File: src/rtl/decoder_pkg.sv
// Shared encodings for the MIPS decode stage: class bit indices,
// opcode/func values and the decoded bundle stored in the stage FIFO.
package decoder_pkg;

    localparam logic [5:0] T_ADD   = 6'd0;
    localparam logic [5:0] T_ADDU  = 6'd1;
    localparam logic [5:0] T_SUB   = 6'd2;
    localparam logic [5:0] T_SUBU  = 6'd3;
    localparam logic [5:0] T_AND   = 6'd4;
    localparam logic [5:0] T_OR    = 6'd5;
    localparam logic [5:0] T_XOR   = 6'd6;
    localparam logic [5:0] T_NOR   = 6'd7;
    localparam logic [5:0] T_SLT   = 6'd8;
    localparam logic [5:0] T_SLTU  = 6'd9;
    localparam logic [5:0] T_SLL   = 6'd10;
    localparam logic [5:0] T_SRL   = 6'd11;
    localparam logic [5:0] T_SRA   = 6'd12;
    localparam logic [5:0] T_SLLV  = 6'd13;
    localparam logic [5:0] T_SRLV  = 6'd14;
    localparam logic [5:0] T_SRAV  = 6'd15;
    localparam logic [5:0] T_JR    = 6'd16;
    localparam logic [5:0] T_ADDI  = 6'd17;
    localparam logic [5:0] T_ADDIU = 6'd18;
    localparam logic [5:0] T_ANDI  = 6'd19;
    localparam logic [5:0] T_ORI   = 6'd20;
    localparam logic [5:0] T_XORI  = 6'd21;
    localparam logic [5:0] T_LUI   = 6'd22;
    localparam logic [5:0] T_LW    = 6'd23;
    localparam logic [5:0] T_SW    = 6'd24;
    localparam logic [5:0] T_BEQ   = 6'd25;
    localparam logic [5:0] T_BNE   = 6'd26;
    localparam logic [5:0] T_SLTI  = 6'd27;
    localparam logic [5:0] T_SLTIU = 6'd28;
    localparam logic [5:0] T_J     = 6'd29;
    localparam logic [5:0] T_JAL   = 6'd30;
    localparam logic [5:0] T_MULT  = 6'd31;
    localparam logic [5:0] T_MULTU = 6'd32;
    localparam logic [5:0] T_DIV   = 6'd33;
    localparam logic [5:0] T_DIVU  = 6'd34;
    localparam logic [5:0] T_MFHI  = 6'd35;
    localparam logic [5:0] T_MFLO  = 6'd36;
    localparam logic [5:0] T_MTHI  = 6'd37;
    localparam logic [5:0] T_MTLO  = 6'd38;

    localparam logic [5:0] OP_SPECIAL = 6'h00;
    localparam logic [5:0] OP_J       = 6'h02;
    localparam logic [5:0] OP_JAL     = 6'h03;
    localparam logic [5:0] OP_BEQ     = 6'h04;
    localparam logic [5:0] OP_BNE     = 6'h05;
    localparam logic [5:0] OP_ADDI    = 6'h08;
    localparam logic [5:0] OP_ADDIU   = 6'h09;
    localparam logic [5:0] OP_SLTI    = 6'h0A;
    localparam logic [5:0] OP_SLTIU   = 6'h0B;
    localparam logic [5:0] OP_ANDI    = 6'h0C;
    localparam logic [5:0] OP_ORI     = 6'h0D;
    localparam logic [5:0] OP_XORI    = 6'h0E;
    localparam logic [5:0] OP_LUI     = 6'h0F;
    localparam logic [5:0] OP_LW      = 6'h23;
    localparam logic [5:0] OP_SW      = 6'h2B;

    localparam logic [5:0] F_SLL   = 6'h00;
    localparam logic [5:0] F_SRL   = 6'h02;
    localparam logic [5:0] F_SRA   = 6'h03;
    localparam logic [5:0] F_SLLV  = 6'h04;
    localparam logic [5:0] F_SRLV  = 6'h06;
    localparam logic [5:0] F_SRAV  = 6'h07;
    localparam logic [5:0] F_JR    = 6'h08;
    localparam logic [5:0] F_MFHI  = 6'h10;
    localparam logic [5:0] F_MTHI  = 6'h11;
    localparam logic [5:0] F_MFLO  = 6'h12;
    localparam logic [5:0] F_MTLO  = 6'h13;
    localparam logic [5:0] F_MULT  = 6'h18;
    localparam logic [5:0] F_MULTU = 6'h19;
    localparam logic [5:0] F_DIV   = 6'h1A;
    localparam logic [5:0] F_DIVU  = 6'h1B;
    localparam logic [5:0] F_ADD   = 6'h20;
    localparam logic [5:0] F_ADDU  = 6'h21;
    localparam logic [5:0] F_SUB   = 6'h22;
    localparam logic [5:0] F_SUBU  = 6'h23;
    localparam logic [5:0] F_AND   = 6'h24;
    localparam logic [5:0] F_OR    = 6'h25;
    localparam logic [5:0] F_XOR   = 6'h26;
    localparam logic [5:0] F_NOR   = 6'h27;
    localparam logic [5:0] F_SLT   = 6'h2A;
    localparam logic [5:0] F_SLTU  = 6'h2B;

    localparam logic [4:0] REG_RA = 5'd31;

    typedef enum logic [1:0] {
        IMM_SEXT,
        IMM_ZEXT,
        IMM_LUI,
        IMM_JMP
    } imm_sel_e;

    typedef enum logic [1:0] {
        WR_NONE,
        WR_RD,
        WR_RT,
        WR_RA
    } wreg_sel_e;

    typedef struct packed {
        logic [4:0]  rs;
        logic [4:0]  rt;
        logic [4:0]  rd;
        logic [4:0]  shamt;
        logic [4:0]  wreg;
        logic [31:0] imm;
        logic [31:0] pc;
        logic        ill;
    } id_ex_t;

endpackage

File: src/rtl/id_decode_comb.sv
// Combinational MIPS decoder: class one-hot, dest register, immediate.
// ID_EXT_EN adds the multiply/divide and HI/LO move classes.
module id_decode_comb
    import decoder_pkg::*;
#(
    parameter int TYPE_W = 40
) (
    input  logic [31:0]       instr,
    input  logic [3:0]        pc_hi,
    output logic [TYPE_W-1:0] dtype,
    output logic [4:0]        wreg,
    output logic [31:0]       imm,
    output logic              ill
);

    logic [5:0] op;
    logic [5:0] func;
    logic [5:0] cls;
    logic       hit;
    imm_sel_e   isel;
    wreg_sel_e  wsel;

    assign op   = instr[31:26];
    assign func = instr[5:0];

    always_comb begin
        cls  = '0;
        hit  = 1'b1;
        isel = IMM_SEXT;
        wsel = WR_NONE;
        if (op == OP_SPECIAL) begin
            wsel = WR_RD;
            unique case (func)
                F_ADD:   cls = T_ADD;
                F_ADDU:  cls = T_ADDU;
                F_SUB:   cls = T_SUB;
                F_SUBU:  cls = T_SUBU;
                F_AND:   cls = T_AND;
                F_OR:    cls = T_OR;
                F_XOR:   cls = T_XOR;
                F_NOR:   cls = T_NOR;
                F_SLT:   cls = T_SLT;
                F_SLTU:  cls = T_SLTU;
                F_SLL:   cls = T_SLL;
                F_SRL:   cls = T_SRL;
                F_SRA:   cls = T_SRA;
                F_SLLV:  cls = T_SLLV;
                F_SRLV:  cls = T_SRLV;
                F_SRAV:  cls = T_SRAV;
                F_JR: begin
                    cls  = T_JR;
                    wsel = WR_NONE;
                end
`ifdef ID_EXT_EN
                F_MFHI:  cls = T_MFHI;
                F_MFLO:  cls = T_MFLO;
                F_MULT: begin
                    cls  = T_MULT;
                    wsel = WR_NONE;
                end
                F_MULTU: begin
                    cls  = T_MULTU;
                    wsel = WR_NONE;
                end
                F_DIV: begin
                    cls  = T_DIV;
                    wsel = WR_NONE;
                end
                F_DIVU: begin
                    cls  = T_DIVU;
                    wsel = WR_NONE;
                end
                F_MTHI: begin
                    cls  = T_MTHI;
                    wsel = WR_NONE;
                end
                F_MTLO: begin
                    cls  = T_MTLO;
                    wsel = WR_NONE;
                end
`endif
                default: begin
                    hit  = 1'b0;
                    wsel = WR_NONE;
                end
            endcase
        end else begin
            wsel = WR_RT;
            unique case (op)
                OP_ADDI:  cls = T_ADDI;
                OP_ADDIU: cls = T_ADDIU;
                OP_SLTI:  cls = T_SLTI;
                OP_SLTIU: cls = T_SLTIU;
                OP_LW:    cls = T_LW;
                OP_ANDI: begin
                    cls  = T_ANDI;
                    isel = IMM_ZEXT;
                end
                OP_ORI: begin
                    cls  = T_ORI;
                    isel = IMM_ZEXT;
                end
                OP_XORI: begin
                    cls  = T_XORI;
                    isel = IMM_ZEXT;
                end
                OP_LUI: begin
                    cls  = T_LUI;
                    isel = IMM_LUI;
                end
                OP_SW: begin
                    cls  = T_SW;
                    wsel = WR_NONE;
                end
                OP_BEQ: begin
                    cls  = T_BEQ;
                    wsel = WR_NONE;
                end
                OP_BNE: begin
                    cls  = T_BNE;
                    wsel = WR_NONE;
                end
                OP_J: begin
                    cls  = T_J;
                    wsel = WR_NONE;
                    isel = IMM_JMP;
                end
                OP_JAL: begin
                    cls  = T_JAL;
                    wsel = WR_RA;
                    isel = IMM_JMP;
                end
                default: begin
                    hit  = 1'b0;
                    wsel = WR_NONE;
                end
            endcase
        end
    end

    always_comb begin
        unique case (wsel)
            WR_RD:   wreg = instr[15:11];
            WR_RT:   wreg = instr[20:16];
            WR_RA:   wreg = REG_RA;
            default: wreg = 5'd0;
        endcase
    end

    always_comb begin
        unique case (isel)
            IMM_ZEXT: imm = {16'h0, instr[15:0]};
            IMM_LUI:  imm = {instr[15:0], 16'h0};
            IMM_JMP:  imm = {pc_hi, instr[25:0], 2'b00};
            default:  imm = {{16{instr[15]}}, instr[15:0]};
        endcase
    end

    assign dtype = hit ? (TYPE_W'(1) << cls) : '0;
    assign ill   = ~hit;

endmodule

File: src/rtl/instruction_decoder_pipe.sv
// Registered decode stage: decode on input, buffer results in a FIFO,
// track illegal encodings. ID_EXT_EN enables the mul/div/HI/LO classes.
module instruction_decoder_pipe
    import decoder_pkg::*;
#(
    parameter int DEPTH  = 2,
    parameter int TYPE_W = 40,
    parameter int CNT_W  = 16
) (
    input  logic              clk,
    input  logic              rst,
    input  logic              in_valid,
    output logic              in_ready,
    input  logic [31:0]       in_instr,
    input  logic [31:0]       in_pc,
    output logic              out_valid,
    input  logic              out_ready,
    output logic [TYPE_W-1:0] out_type,
    output logic [4:0]        out_rs,
    output logic [4:0]        out_rt,
    output logic [4:0]        out_rd,
    output logic [4:0]        out_shamt,
    output logic [4:0]        out_wreg,
    output logic [31:0]       out_imm,
    output logic [31:0]       out_pc,
    output logic              out_ill,
    output logic [CNT_W-1:0]  ill_cnt,
    output logic [31:0]       ill_pc,
    output logic              ill_seen,
    input  logic              ill_clr
);

    localparam int PW = (DEPTH > 1) ? $clog2(DEPTH) : 1;
    localparam int CW = $clog2(DEPTH + 1);

    logic [TYPE_W-1:0] dec_type;
    logic [4:0]        dec_wreg;
    logic [31:0]       dec_imm;
    logic              dec_ill;
    id_ex_t            dec_f;

    logic [TYPE_W-1:0] type_mem [DEPTH];
    id_ex_t            f_mem    [DEPTH];
    logic [PW-1:0]     wr_ptr;
    logic [PW-1:0]     rd_ptr;
    logic [CW-1:0]     count;
    logic [CW-1:0]     count_nxt;
    logic              push;
    logic              pop;
    id_ex_t            head;

    id_decode_comb #(
        .TYPE_W (TYPE_W)
    ) u_dec (
        .instr (in_instr),
        .pc_hi (in_pc[31:28]),
        .dtype (dec_type),
        .wreg  (dec_wreg),
        .imm   (dec_imm),
        .ill   (dec_ill)
    );

    assign dec_f = '{
        rs:    in_instr[25:21],
        rt:    in_instr[20:16],
        rd:    in_instr[15:11],
        shamt: in_instr[10:6],
        wreg:  dec_wreg,
        imm:   dec_imm,
        pc:    in_pc,
        ill:   dec_ill
    };

    assign push      = in_valid & in_ready;
    assign out_valid = (count != '0);
    assign pop       = out_valid & out_ready;

    // Pointers wrap at DEPTH, which need not be a power of two.
    function automatic logic [PW-1:0] bump(input logic [PW-1:0] p);
        return (p == PW'(DEPTH - 1)) ? '0 : p + PW'(1);
    endfunction

    always_comb begin
        count_nxt = count;
        if (push && !pop) begin
            count_nxt = count + CW'(1);
        end else if (pop && !push) begin
            count_nxt = count - CW'(1);
        end
    end

    always_ff @(posedge clk) begin
        if (rst) begin
            wr_ptr   <= '0;
            rd_ptr   <= '0;
            count    <= '0;
            in_ready <= 1'b1;
        end else begin
            if (push) begin
                wr_ptr <= bump(wr_ptr);
            end
            if (pop) begin
                rd_ptr <= bump(rd_ptr);
            end
            count    <= count_nxt;
            in_ready <= (count_nxt < CW'(DEPTH));
        end
    end

    always_ff @(posedge clk) begin
        if (push) begin
            type_mem[wr_ptr] <= dec_type;
            f_mem[wr_ptr]    <= dec_f;
        end
    end

    // Storage is never cleared, so head fields are masked while empty.
    always_comb begin
        head     = '0;
        out_type = '0;
        if (out_valid) begin
            head     = f_mem[rd_ptr];
            out_type = type_mem[rd_ptr];
        end
    end

    assign out_rs    = head.rs;
    assign out_rt    = head.rt;
    assign out_rd    = head.rd;
    assign out_shamt = head.shamt;
    assign out_wreg  = head.wreg;
    assign out_imm   = head.imm;
    assign out_pc    = head.pc;
    assign out_ill   = head.ill;

    always_ff @(posedge clk) begin
        if (rst || ill_clr) begin
            ill_cnt  <= '0;
            ill_seen <= 1'b0;
            ill_pc   <= '0;
        end else if (push && dec_ill) begin
            if (ill_cnt != '1) begin
                ill_cnt <= ill_cnt + CNT_W'(1);
            end
            if (!ill_seen) begin
                ill_seen <= 1'b1;
                ill_pc   <= in_pc;
            end
        end
    end

endmodule

File: config.mk
export PLATFORM = sky130hd
export DESIGN_NAME = instruction_decoder_pipe
export DESIGN_NICKNAME = d
export VERILOG_FILES = /design/src/rtl/decoder_pkg.sv /design/src/rtl/id_decode_comb.sv /design/src/rtl/instruction_decoder_pipe.sv
export SDC_FILE = /design/constraint.sdc
export NUM_CORES = 1
export LEC_CHECK = 0
export CAP_MARGIN = 10
export CORE_ASPECT_RATIO = 0.75
export CORE_UTILIZATION = 38
export DETAILED_ROUTE_END_ITERATION = 8
export PLACE_DENSITY = 0.69
export SYNTH_ARGS = -nofsm -noshare
export SYNTH_HDL_FRONTEND = slang
export SYNTH_SLANG_ARGS = --single-unit
export TNS_END_PERCENT = 50
File: constraint.sdc
create_clock -name clk -period 11.1 [get_ports clk]
set_clock_uncertainty 0.05 [all_clocks]
set_input_delay 1.11 -clock clk [delete_from_list [all_inputs] [get_ports clk]]
set_output_delay 1.11 -clock clk [all_outputs]
set_load 0.01 [all_outputs]
==> insert_results.sql, run 1 <==
INSERT INTO impl_metrics (metric_group, metric, value, unit) VALUES
('run_status', 'outcome', 'completed', ''),
('critical_path', 'worstPathArrival', '3050', 'ps'),
('synth', 'yosys.area.top_type_share', '57.3', '%'),
('cells_and_area', 'areaGrowthSynthToFinish', '29.9', '%'),
('flow_run', 'max-cap-violations', '0', ''),
('floorplanning', 'die_area', '34400', 'sq um'),
('grt', 'grt_start_max_net_pins', '97', ''),
('grt', 'use_met2', '27.9', '%'),
('drt', 'num_vias', '8911', ''),
('cells_and_area', 'final_net_count', '1291', ''),
('critical_path', 'crit_path_max_fanout', '92', ''),
('cts', 'tritoncts', 'built', ''),
('sta', 'fmax', '238', 'MHz'),
('grt', 'grtUsageTotal', '18.8', '%'),
('drt', 'number_of_remaining_drc_errors', '0', ''),
('critical_path', 'setup.worst_path.end_class', 'output pin', ''),
('sta', 'tightestPinTransition', '1190', 'ps'),
('floorplanning', 'effective_utilization_at_floorplan', '39.1', '%'),
('grt', 'globalRoute.busiestLayer', 'met1', ''),
('cts', 'clock_latency', '570', 'ps'),
('sta', 'post-route-period-util', '37.9', '%'),
('synth', 'synth_edf_count', '244', ''),
('cells_and_area', 'diodes', '0', ''),
('synth', 'synth_flop_type', 'sky130_fd_sc_hd__edfxtp_1', ''),
('synth', 'syn_area_per_cell', '12.7', 'sq um'),
('placement', 'placed_cell_area', '15600', 'sq um'),
('cts', 'cts.repair.resized', '0', ''),
('synth', 'netlist_instances', '1004', ''),
('cts', 'clock_tree.buffer_depth', '3', ''),
('cts', 'cts-buffers-inserted', '31', ''),
('drt', 'dr.first_iter.drc_count', '802', ''),
('cells_and_area', 'n_fill_cell', '2834', ''),
('floorplanning', 'fp.dieH', '161', 'um'),
('placement', 'finalWeightedCongestion', '0.831', ''),
('grt', 'grt_antenna_before_repair', '0', ''),
('grt', 'gr_layer_usage_met3', '3.66', '%'),
('min_path', 'holdCritPathClass', 'reg -> reg', ''),
('placement', 'preCtsSetupSlack', '6760', 'ps'),
('cts', 'numClockSinks', '299', ''),
('floorplanning', 'fp.coreArea', '32700', 'sq um'),
('sta', 'maxSlewHeadroom', '20.7', '%'),
('critical_path', 'worst-setup-path-type', 'reg -> out', ''),
('cts', 'cts_hold_repair.buffers', '0', ''),
('cells_and_area', 'layout-drive-gt1-share', '5.79', '%'),
('sta', 'final.setup.worst_slack', '6890', 'ps'),
('cts', 'cts.root.buffer_cell', 'sky130_fd_sc_hd__clkbuf_16', ''),
('synth', 'syn_area', '12800', 'sq um'),
('sta', 'finalSetupTns', '0', 'ps'),
('cts', 'clk_pin_slew', '60', 'ps'),
('cells_and_area', 'layout_commonest_cell', 'sky130_fd_sc_hd__edfxtp_1', ''),
('synth', 'synth-seq-cells', '299', ''),
('grt', 'met1_usage', '28.4', '%'),
('power_and_ir_drop', 'irDropWorstVdd', '127', 'uV'),
('floorplanning', 'floorplan.io_pins', '250', ''),
('power_and_ir_drop', 'cellPowerDensity', '189', 'nW/um^2'),
('sta', 'whs', '423', 'ps'),
('sta', 'rsz0062_at_grt', 'no', ''),
('sta', 'setup_viol', '0', ''),
('placement', 'hpwl', '21300', 'um'),
('cells_and_area', 'design_area', '16600', 'sq um'),
('grt', 'grt_overflow', '0', ''),
('cts', 'cts.htree.levels', '1', ''),
('synth', 'yosys.cell_types.count', '64', ''),
('synth', 'async_flop_share', '0', '%'),
('critical_path', 'worst-endpoint-required', '9940', 'ps'),
('critical_path', 'critical_path.startpoint_type', 'flip-flop', ''),
('floorplanning', 'die_width', '214', 'um'),
('drt', 'vias_per_cell', '5.29', ''),
('synth', 'ys_top_cells_by_area', 'sky130_fd_sc_hd__edfxtp_1, sky130_fd_sc_hd__mux2i_1, sky130_fd_sc_hd__dfxtp_1, sky130_fd_sc_hd__nor2_1, sky130_fd_sc_hd__a21oi_1', ''),
('cells_and_area', 'final_core_util', '50.8', '%'),
('grt', 'vias_in_the_first_global_route', '8577', '');
==> metrics by stage <==
step                      instances  total power [mW]
after global routing           1685              3.27
after floorplan                1013              1.77
after CTS                      1685              3.17
final                          1685              3.14
after global placement         1627              2.10
after detailed placement       1627              2.11
==> synthesized netlist by cell type (all sizes together) (5+ instances only) <==
cell    instances
edfxtp        244
nor2          161
mux2i         132
dfxtp          55
a21oi          52
clkbuf         49
nand3          44
o21ai          39
buf            30
nand2          23
a221o          17
a22o           14
inv            14
nor3           13
nand2b         10
or3             9
nand4           7
or4             7
and3            6
o31ai           6
and3b           5
nor4            5
==> logic make-up (layout without fill, tap and decap cells) <==
group | after synthesis | in the layout | share of synthesized area (%)
multiplexers | 133 | 133 | 10.4
XOR/XNOR | 4 | 4 | 0.381
adder cells (fa/ha/maj) | 4 | 4 | 0.391
AND/OR/NAND/NOR | 308 | 308 | 11.4
AO/OA/AOI/OAI | 161 | 161 | 8.34
other | 1 | 10 | 0.0293
buffers and inverters | 94 | 324 | 3.12
flip-flops | 299 | 299 | 65.9
==> flip-flops by register name (all words and copies together), names as in the netlist, named ones only <==
name and cells:
rd_ptr 1, in_ready 1, ill_pc 32, wr_ptr 1, f_mem 180, ill_cnt 16
type_mem 64, ill_seen 1, count 2
==> report_power, final <==
part | total [mW] | leakage, nW | switching (mW) | internal (mW)
Clock | 1.06 | 0.506 | 0.426 | 0.636
Combinational | 0.695 | 2.17 | 0.385 | 0.311
Sequential | 1.38 | 2.76 | 0.0380 | 1.34
==> cell type report <==
cell class                      count  area (sq um)  share of cell area (%)
Clock buffer                       47           877                    5.28
Clock inverter                     11           158                   0.948
Inverter                           15          56.3                   0.339
Multi-Input combinational cell    620          4050                    24.4
Sequential cell                   299          8430                    50.7
Tap cell                          442           553                    3.33
Timing Repair Buffer              251          2500                    15.0
==> per-layer routing <==
| metal | share of wire (%) | vias to the layer above |
|---|---|---|
| met3 | 7.1 | 41 |
| met1 | 47 | 4381 |
| met5 | 0 | - |
| met4 | 1.9 | 0 |
| met2 | 44 | 320 |
| li1 | - | 4169 |
==> worst paths after layout <==
check | from | end | slack (ps) | cells after the start
setup / recovery | count[0] | out_imm[15] | 6890 | 5
hold / removal | ill_pc[20] | ill_pc[20] | 420 | 2
setup reg to reg | ill_cnt[0] | ill_cnt[3] | 8380 | 6
hold reg to reg | ill_pc[20] | ill_pc[20] | 420 | 2
==> worst max-delay path, cell delays in order, from the launching register on <==
cell	delay, ps
sky130_fd_sc_hd__dfxtp_1	320
sky130_fd_sc_hd__inv_1	90
sky130_fd_sc_hd__ha_4	420
sky130_fd_sc_hd__buf_4	850
sky130_fd_sc_hd__nor2_1	210
sky130_fd_sc_hd__clkdlybuf4s50_1	540
Power figures use the tool's default switching activity.
==> run 2, diff against run 1 <==
==> constraint.sdc (replaced) <==
create_clock -name clk -period 4.2 [get_ports clk]
set_clock_uncertainty 0.05 [all_clocks]
set_input_delay 0.42 -clock clk [delete_from_list [all_inputs] [get_ports clk]]
set_output_delay 0.42 -clock clk [all_outputs]
set_load 0.01 [all_outputs]
==> run 2 against run 1 <==
Net effect: combinational power increased to 2.8 times the previous value; highest routed layer unchanged; wire length is 0.27% lower; register-to-register slack got worse by 7000 ps; final area grew 0.82%; setup slack got worse by 5800 ps; critical path type unchanged; flip-flop and latch count unchanged; critical path depth unchanged.
==> insert_results.sql, run 2 (synthesized netlist as in run 1, its figures left out) <==
INSERT INTO impl_metrics (metric_group, metric, value, unit) VALUES
('cts', 'cts-buffers-inserted', '30', ''),
('floorplanning', 'die_area', '34400', 'sq um'),
('drt', 'number_of_remaining_drc_errors', '0', ''),
('cts', 'cts.htree.levels', '1', ''),
('power_and_ir_drop', 'power_frac_comb', '23.6', '%'),
('floorplanning', 'fp.coreArea', '32700', 'sq um'),
('run_status', 'outcome', 'completed', ''),
('floorplanning', 'floorplan.io_pins', '250', ''),
('sta', 'maxSlewHeadroom', '30.0', '%'),
('placement', 'hpwl', '22200', 'um'),
('critical_path', 'worst-endpoint-required', '3730', 'ps'),
('grt', 'grt_start_max_net_pins', '87', ''),
('critical_path', 'cells_on_worst_reg2reg_path', '6', ''),
('sta', 'fmax', '322', 'MHz'),
('cts', 'cts.repair.resized', '0', ''),
('power_and_ir_drop', 'p_leak', '5.49', 'nW'),
('grt', 'grt_antenna_before_repair', '0', ''),
('placement', 'placement.io_buffers', '241', ''),
('critical_path', 'critical_path.reg2reg.startpoint', 'ill_cnt[0]', ''),
('critical_path', 'timing.critical_path.to', 'out_imm[30]', ''),
('cells_and_area', 'n_fill_cell', '2811', ''),
('cts', 'cts_hold_repair.buffers', '0', ''),
('cells_and_area', 'largest_registers', 'f_mem x180, type_mem x64, ill_pc x32', ''),
('critical_path', 'timing.critical_path.slowest_cell_delay', '510', 'ps'),
('grt', 'grt_first_pass_wirelength', '50800', 'um'),
('power_and_ir_drop', 'power_report.internal_total', '5.89', 'mW'),
('floorplanning', 'die_width', '214', 'um'),
('floorplanning', 'rows', '57', ''),
('drt', 'vias_per_cell', '5.31', ''),
('cells_and_area', 'mostFrequentLayoutCells', 'sky130_fd_sc_hd__edfxtp_1, sky130_fd_sc_hd__clkdlybuf4s50_1, sky130_fd_sc_hd__nor2_1', ''),
('grt', 'grt_overflow', '0', ''),
('critical_path', 'critical_path.startpoint_type', 'flip-flop', ''),
('cells_and_area', 'storage_element_area', '8430', 'sq um'),
('drt', 'num_vias', '8992', ''),
('cts', 'clock_latency', '570', 'ps'),
('cells_and_area', 'diodes', '0', ''),
('power_and_ir_drop', 'clock_power_share', '31.8', '%'),
('drt', 'detailedRoute.firstPassIterationCount', '5', ''),
('grt', 'gr_layer_usage_met3', '4.09', '%'),
('sta', 'finalSetupTns', '0', 'ps'),
('floorplanning', 'fp.dieH', '161', 'um'),
('power_and_ir_drop', 'seq_power_share', '44.6', '%'),
('cts', 'tritoncts', 'built', ''),
('cells_and_area', 'layout-drive-gt1-share', '6.62', '%'),
('floorplanning', 'effective_utilization_at_floorplan', '39.1', '%'),
('flow_run', 'max-cap-violations', '0', ''),
('sta', 'setup_viol', '0', ''),
('power_and_ir_drop', 'report.power.total', '8.15', 'mW'),
('cells_and_area', 'multi_input_comb_area', '4050', 'sq um'),
('critical_path', 'crit_path_max_fanout', '86', ''),
('placement', 'finalWeightedCongestion', '0.856', ''),
('grt', 'use_met2', '28.5', '%'),
('drt', 'dr.first_iter.drc_count', '752', ''),
('drt', 'post_drt_wl_per_cell', '19.5', 'um'),
('critical_path', 'r2r_slack', '1420', 'ps'),
('cts', 'post-cts-setup-buffers', '0', ''),
('power_and_ir_drop', 'irDropWorstVdd', '282', 'uV'),
('grt', 'grtUsageTotal', '19.0', '%'),
('cts', 'cts.root.buffer_cell', 'sky130_fd_sc_hd__clkbuf_16', ''),
('critical_path', 'regToRegEndpoint', 'ill_cnt[4]', ''),
('cells_and_area', 'areaGrowthSynthToFinish', '31.0', '%'),
('min_path', 'holdCritPathClass', 'in -> reg', ''),
('sta', 'layout_min_cycle_time', '3100', 'ps'),
('sta', 'post-route-period-util', '73.9', '%'),
('cts', 'clock_tree.buffer_depth', '3', ''),
('grt', 'vias_in_the_first_global_route', '8827', ''),
('critical_path', 'timing.critical_path.slowest_stage_cell', 'sky130_fd_sc_hd__clkdlybuf4s50_1', ''),
('power_and_ir_drop', 'net-switching-power', '2.26', 'mW'),
('grt', 'globalRoute.busiestLayer', 'met2', ''),
('critical_path', 'critPathLaunch', 'count[0]', ''),
('critical_path', 'sequence_of_cells_on_the_critical_path', 'inv_1 > ha_4 > buf_12 > nor2_1 > clkdlybuf4s50_1', ''),
('critical_path', 'worst-setup-path-type', 'reg -> out', ''),
('critical_path', 'setup.worst_path.end_class', 'output pin', ''),
('sta', 'tightestPinTransition', '1040', 'ps'),
('sta', 'rsz0062_at_grt', 'no', ''),
('sta', 'maxSlewViolCount', '0', ''),
('power_and_ir_drop', 'cellPowerDensity', '486', 'nW/um^2'),
('cells_and_area', 'largest_register_ffs', '180', ''),
('drt', 'ant_nets', '0', ''),
('cells_and_area', 'final_net_count', '1303', ''),
('sta', 'final-hold-violation-count', '0', ''),
('cts', 'numClockSinks', '299', ''),
('grt', 'met1_usage', '28.4', '%'),
('critical_path', 'worstPathArrival', '2630', 'ps'),
('cells_and_area', 'largest-register', 'f_mem', ''),
('cts', 'clk_pin_slew', '70', 'ps'),
('cells_and_area', 'layout_commonest_cell', 'sky130_fd_sc_hd__edfxtp_1', ''),
('power_and_ir_drop', 'share_of_total_power_consumed_by_net_switching', '27.7', '%'),
('drt', 'postRouteWirelength', '33000', 'um');
run 2: cell types whose count changed in the layout (fill, tap and decap cells not counted), moves of 3 or more:
cell | previous run | this run
sky130_fd_sc_hd__buf_12 | 1 | 9
sky130_fd_sc_hd__buf_4 | 9 | 13
sky130_fd_sc_hd__clkbuf_1 | 13 | 8
sky130_fd_sc_hd__clkinv_1 | 2 | 6
sky130_fd_sc_hd__clkinv_2 | 5 | 2
sky130_fd_sc_hd__clkinvlp_4 | 0 | 3
run 2: area by class of cell:
class,instances,share of cell area [%]
clock buffers,40,4.82
clock inverters,15,0.866
inverters,15,0.336
multi-input cells,620,24.2
flip-flops and latches,299,50.3
well taps,442,3.30
repair buffers,264,16.2
run 2: routing by layer:
layer | up-vias | part of all wire, % | wire [um]
met3 | 36 | 7.5 | 2480
met5 | - | 0 | 0
met1 | 4399 | 47 | 15400
li1 | 4191 | - | -
met4 | 0 | 1.5 | 484
met2 | 366 | 44 | 14700
run 2: worst min path at each step:
stage               cells after the start      endpoint  startpoint  slack (ps)
global placement                        2    ill_pc[13]  ill_pc[13]         410
CTS                                     1  f_mem[0][12]   in_pc[11]         390
floorplan                               2      count[0]    count[0]         430
detailed placement                      2     ill_pc[0]   ill_pc[0]         420
finish                                  1  f_mem[0][12]   in_pc[11]         410
global route                            1  f_mem[0][12]   in_pc[11]         400
run 2: power by group through the flow:
stage	Sequential, mW	Clock (mW)	Combinational [mW]
after floorplan	3.68	0	0.986
after global placement	3.69	0	1.93
after detailed placement	3.70	0	1.94
after CTS	3.64	2.65	1.94
after global routing	3.67	2.78	2.07
final	3.64	2.59	1.92
run 2: through the flow:
stage	util (%)	instance area, sq um	hold slack [ps]	cells	worst slack, ps
2_1_floorplan	-	12800	430	1013	369
3_3_place_gp	48.2	15800	412	1639	917
3_5_place_dp	48.2	15800	420	1639	807
4_1_cts	51.1	16700	392	1694	1050
5_1_grt	51.2	16800	395	1695	954
6_report	51.2	16800	413	1695	1100
run 2: critical path: cells and delay by family (launching register included):
kind | cells | cell delay [ps]
buffers and inverters | 3 | 1040
adder cells (fa/ha/maj) | 1 | 480
flip-flops | 1 | 330
AND/OR/NAND/NOR | 1 | 190
==> run 3, diff against run 2 <==
==> constraint.sdc (replaced) <==
create_clock -name clk -period 3.1 [get_ports clk]
set_clock_uncertainty 0.05 [all_clocks]
set_input_delay 0.31 -clock clk [delete_from_list [all_inputs] [get_ports clk]]
set_output_delay 0.31 -clock clk [all_outputs]
set_load 0.01 [all_outputs]
==> run 3 against run 2 <==
Net effect: combinational power grew 39%; first-iteration DRC count shrank 8.4%; clock power up 32%; via count fell by 0.39%; die area stayed put; global-route usage shrank 0.50 points; register-to-register slack worse by 730 ps; sequential power grew 35%; final cell count rose by 1.0%; setup slack got worse by 860 ps; core utilization increased by 0.31 points.
==> insert_results.sql, run 3 (synthesized netlist as in run 1, its figures left out) <==
INSERT INTO impl_metrics (metric_group, metric, value, unit) VALUES
('run_status', 'outcome', 'completed', ''),
('cts', 'cts_hold_repair.buffers', '0', ''),
('placement', 'hpwl', '22500', 'um'),
('cts', 'numClockSinks', '299', ''),
('cts', 'cts.repair.resized', '0', ''),
('critical_path', 'worst-endpoint-required', '2740', 'ps'),
('power_and_ir_drop', 'cellPowerDensity', '652', 'nW/um^2'),
('sta', 'fmax', '349', 'MHz'),
('cts', 'clock_tree.buffer_depth', '3', ''),
('drt', 'postRouteWirelength', '32800', 'um'),
('floorplanning', 'fp.dieH', '161', 'um'),
('cells_and_area', 'diodes', '0', ''),
('cts', 'cts-buffers-inserted', '29', ''),
('cts', 'post-cts-setup-buffers', '0', ''),
('critical_path', 'critical_path.startpoint_type', 'flip-flop', ''),
('power_and_ir_drop', 'irDropWorstVdd', '422', 'uV'),
('cells_and_area', 'design_area', '16900', 'sq um'),
('grt', 'grt_antenna_before_repair', '0', ''),
('cts', 'tritoncts', 'built', ''),
('critical_path', 'setup.worst_path.end_class', 'output pin', ''),
('cells_and_area', 'final_core_util', '51.5', '%'),
('floorplanning', 'fp.coreArea', '32700', 'sq um'),
('sta', 'maxSlewHeadroom', '59.7', '%'),
('cts', 'clk_pin_slew', '60', 'ps'),
('cells_and_area', 'layout-drive-gt1-share', '7.56', '%'),
('placement', 'placement.io_buffers', '241', ''),
('critical_path', 'worst-setup-path-type', 'reg -> out', ''),
('placement', 'finalWeightedCongestion', '0.870', ''),
('critical_path', 'worstPathArrival', '2510', 'ps'),
('cells_and_area', 'largest_registers', 'f_mem x180, type_mem x64, ill_pc x32', ''),
('cells_and_area', 'final_net_count', '1321', ''),
('sta', 'final.setup.worst_slack', '235', 'ps'),
('sta', 'tightestPinTransition', '603', 'ps'),
('sta', 'post-route-period-util', '92.4', '%'),
('sta', 'rsz0062_at_grt', 'no', ''),
('cells_and_area', 'largest-register', 'f_mem', ''),
('critical_path', 'r2r_slack', '690', 'ps'),
('cts', 'cts.htree.levels', '1', ''),
('drt', 'vias_per_cell', '5.23', ''),
('flow_run', 'max-cap-violations', '0', ''),
('floorplanning', 'die_area', '34400', 'sq um'),
('sta', 'layout_min_cycle_time', '2870', 'ps'),
('floorplanning', 'die_width', '214', 'um'),
('cells_and_area', 'areaGrowthSynthToFinish', '31.8', '%'),
('grt', 'grt_overflow', '0', ''),
('cells_and_area', 'largest_register_ffs', '180', ''),
('drt', 'dr.first_iter.drc_count', '689', ''),
('floorplanning', 'floorplan.io_pins', '250', ''),
('grt', 'grt_first_pass_wirelength', '49200', 'um'),
('grt', 'vias_in_the_first_global_route', '8428', ''),
('cts', 'cts.root.buffer_cell', 'sky130_fd_sc_hd__clkbuf_16', ''),
('cells_and_area', 'mostFrequentLayoutCells', 'sky130_fd_sc_hd__edfxtp_1, sky130_fd_sc_hd__clkdlybuf4s50_1, sky130_fd_sc_hd__nor2_1', ''),
('sta', 'maxSlewViolCount', '0', ''),
('grt', 'grtUsageTotal', '18.5', '%'),
('power_and_ir_drop', 'p_leak', '5.56', 'nW'),
('sta', 'final-hold-violation-count', '0', ''),
('drt', 'post_drt_wl_per_cell', '19.2', 'um'),
('cts', 'clock_latency', '550', 'ps'),
('drt', 'number_of_remaining_drc_errors', '0', ''),
('cells_and_area', 'layout_commonest_cell', 'sky130_fd_sc_hd__edfxtp_1', ''),
('floorplanning', 'rows', '57', ''),
('floorplanning', 'effective_utilization_at_floorplan', '39.1', '%'),
('grt', 'grt_start_max_net_pins', '51', ''),
('drt', 'num_vias', '8957', ''),
('critical_path', 'crit_path_max_fanout', '33', ''),
('drt', 'detailedRoute.firstPassIterationCount', '5', ''),
('placement', 'placed_cell_area', '16000', 'sq um'),
('placement', 'preCtsSetupSlack', '132', 'ps'),
('drt', 'ant_nets', '0', ''),
('sta', 'whs', '321', 'ps'),
('sta', 'setup_viol', '0', ''),
('min_path', 'holdCritPathClass', 'in -> reg', '');
run 3: layout make-up:
| type | count | area [sq um] |
|---|---|---|
| Timing Repair Buffer | 283 | 2870 |
| Clock inverter | 16 | 153 |
| Tap cell | 442 | 553 |
| Multi-Input combinational cell | 620 | 4050 |
| Clock buffer | 37 | 756 |
| Sequential cell | 299 | 8430 |
| Inverter | 15 | 56.3 |
| Fill cell | 2791 | 15900 |
run 3: through the flow:
stage               power, mW  instances  TNS (ps)
floorplan                6.32       1013    -87910
global placement         7.66       1659         0
detailed placement       7.69       1659         0
CTS                      11.1       1712         0
global route             11.5       1712         0
finish                   11.0       1712         0
run 3: worst paths after layout:
| path | startpoint | end | depth (start not counted) |
|---|---|---|---|
| worst max register to register | ill_cnt[0] | ill_cnt[14] | 6 |
| worst min register to register | ill_pc[23] | ill_pc[23] | 2 |
| worst min-delay path | in_pc[3] | f_mem[1][4] | 1 |
| worst max-delay path | count[0] | out_imm[30] | 5 |
run 3: per-layer routing:
metal / global-route usage (%) / share of wire (%) / up-vias / wire length [um]
met1: 27.6 / 47 / 4389 / 15300
met2: 27.8 / 44 / 298 / 14600
met4: 3.86 / 1.9 / 0 / 610
li1: - / - / 4226 / -
met3: 3.91 / 7.0 / 44 / 2310
met5: 0 / 0 / - / 0
run 3: worst max-delay path: stages, from the launching register on:
cell	delay, ps
sky130_fd_sc_hd__dfxtp_1	320
sky130_fd_sc_hd__inv_1	90
sky130_fd_sc_hd__ha_4	420
sky130_fd_sc_hd__buf_4	410
sky130_fd_sc_hd__nor2_1	170
sky130_fd_sc_hd__clkdlybuf4s50_1	500
run 3: power by group:
| group | leakage [nW] | switching, mW | internal, mW |
|---|---|---|---|
| Combinational | 2.37 | 1.44 | 1.23 |
| Clock | 0.432 | 1.45 | 1.96 |
| Sequential | 2.76 | 0.117 | 4.79 |
| Total | 5.56 | 3.01 | 7.98 |
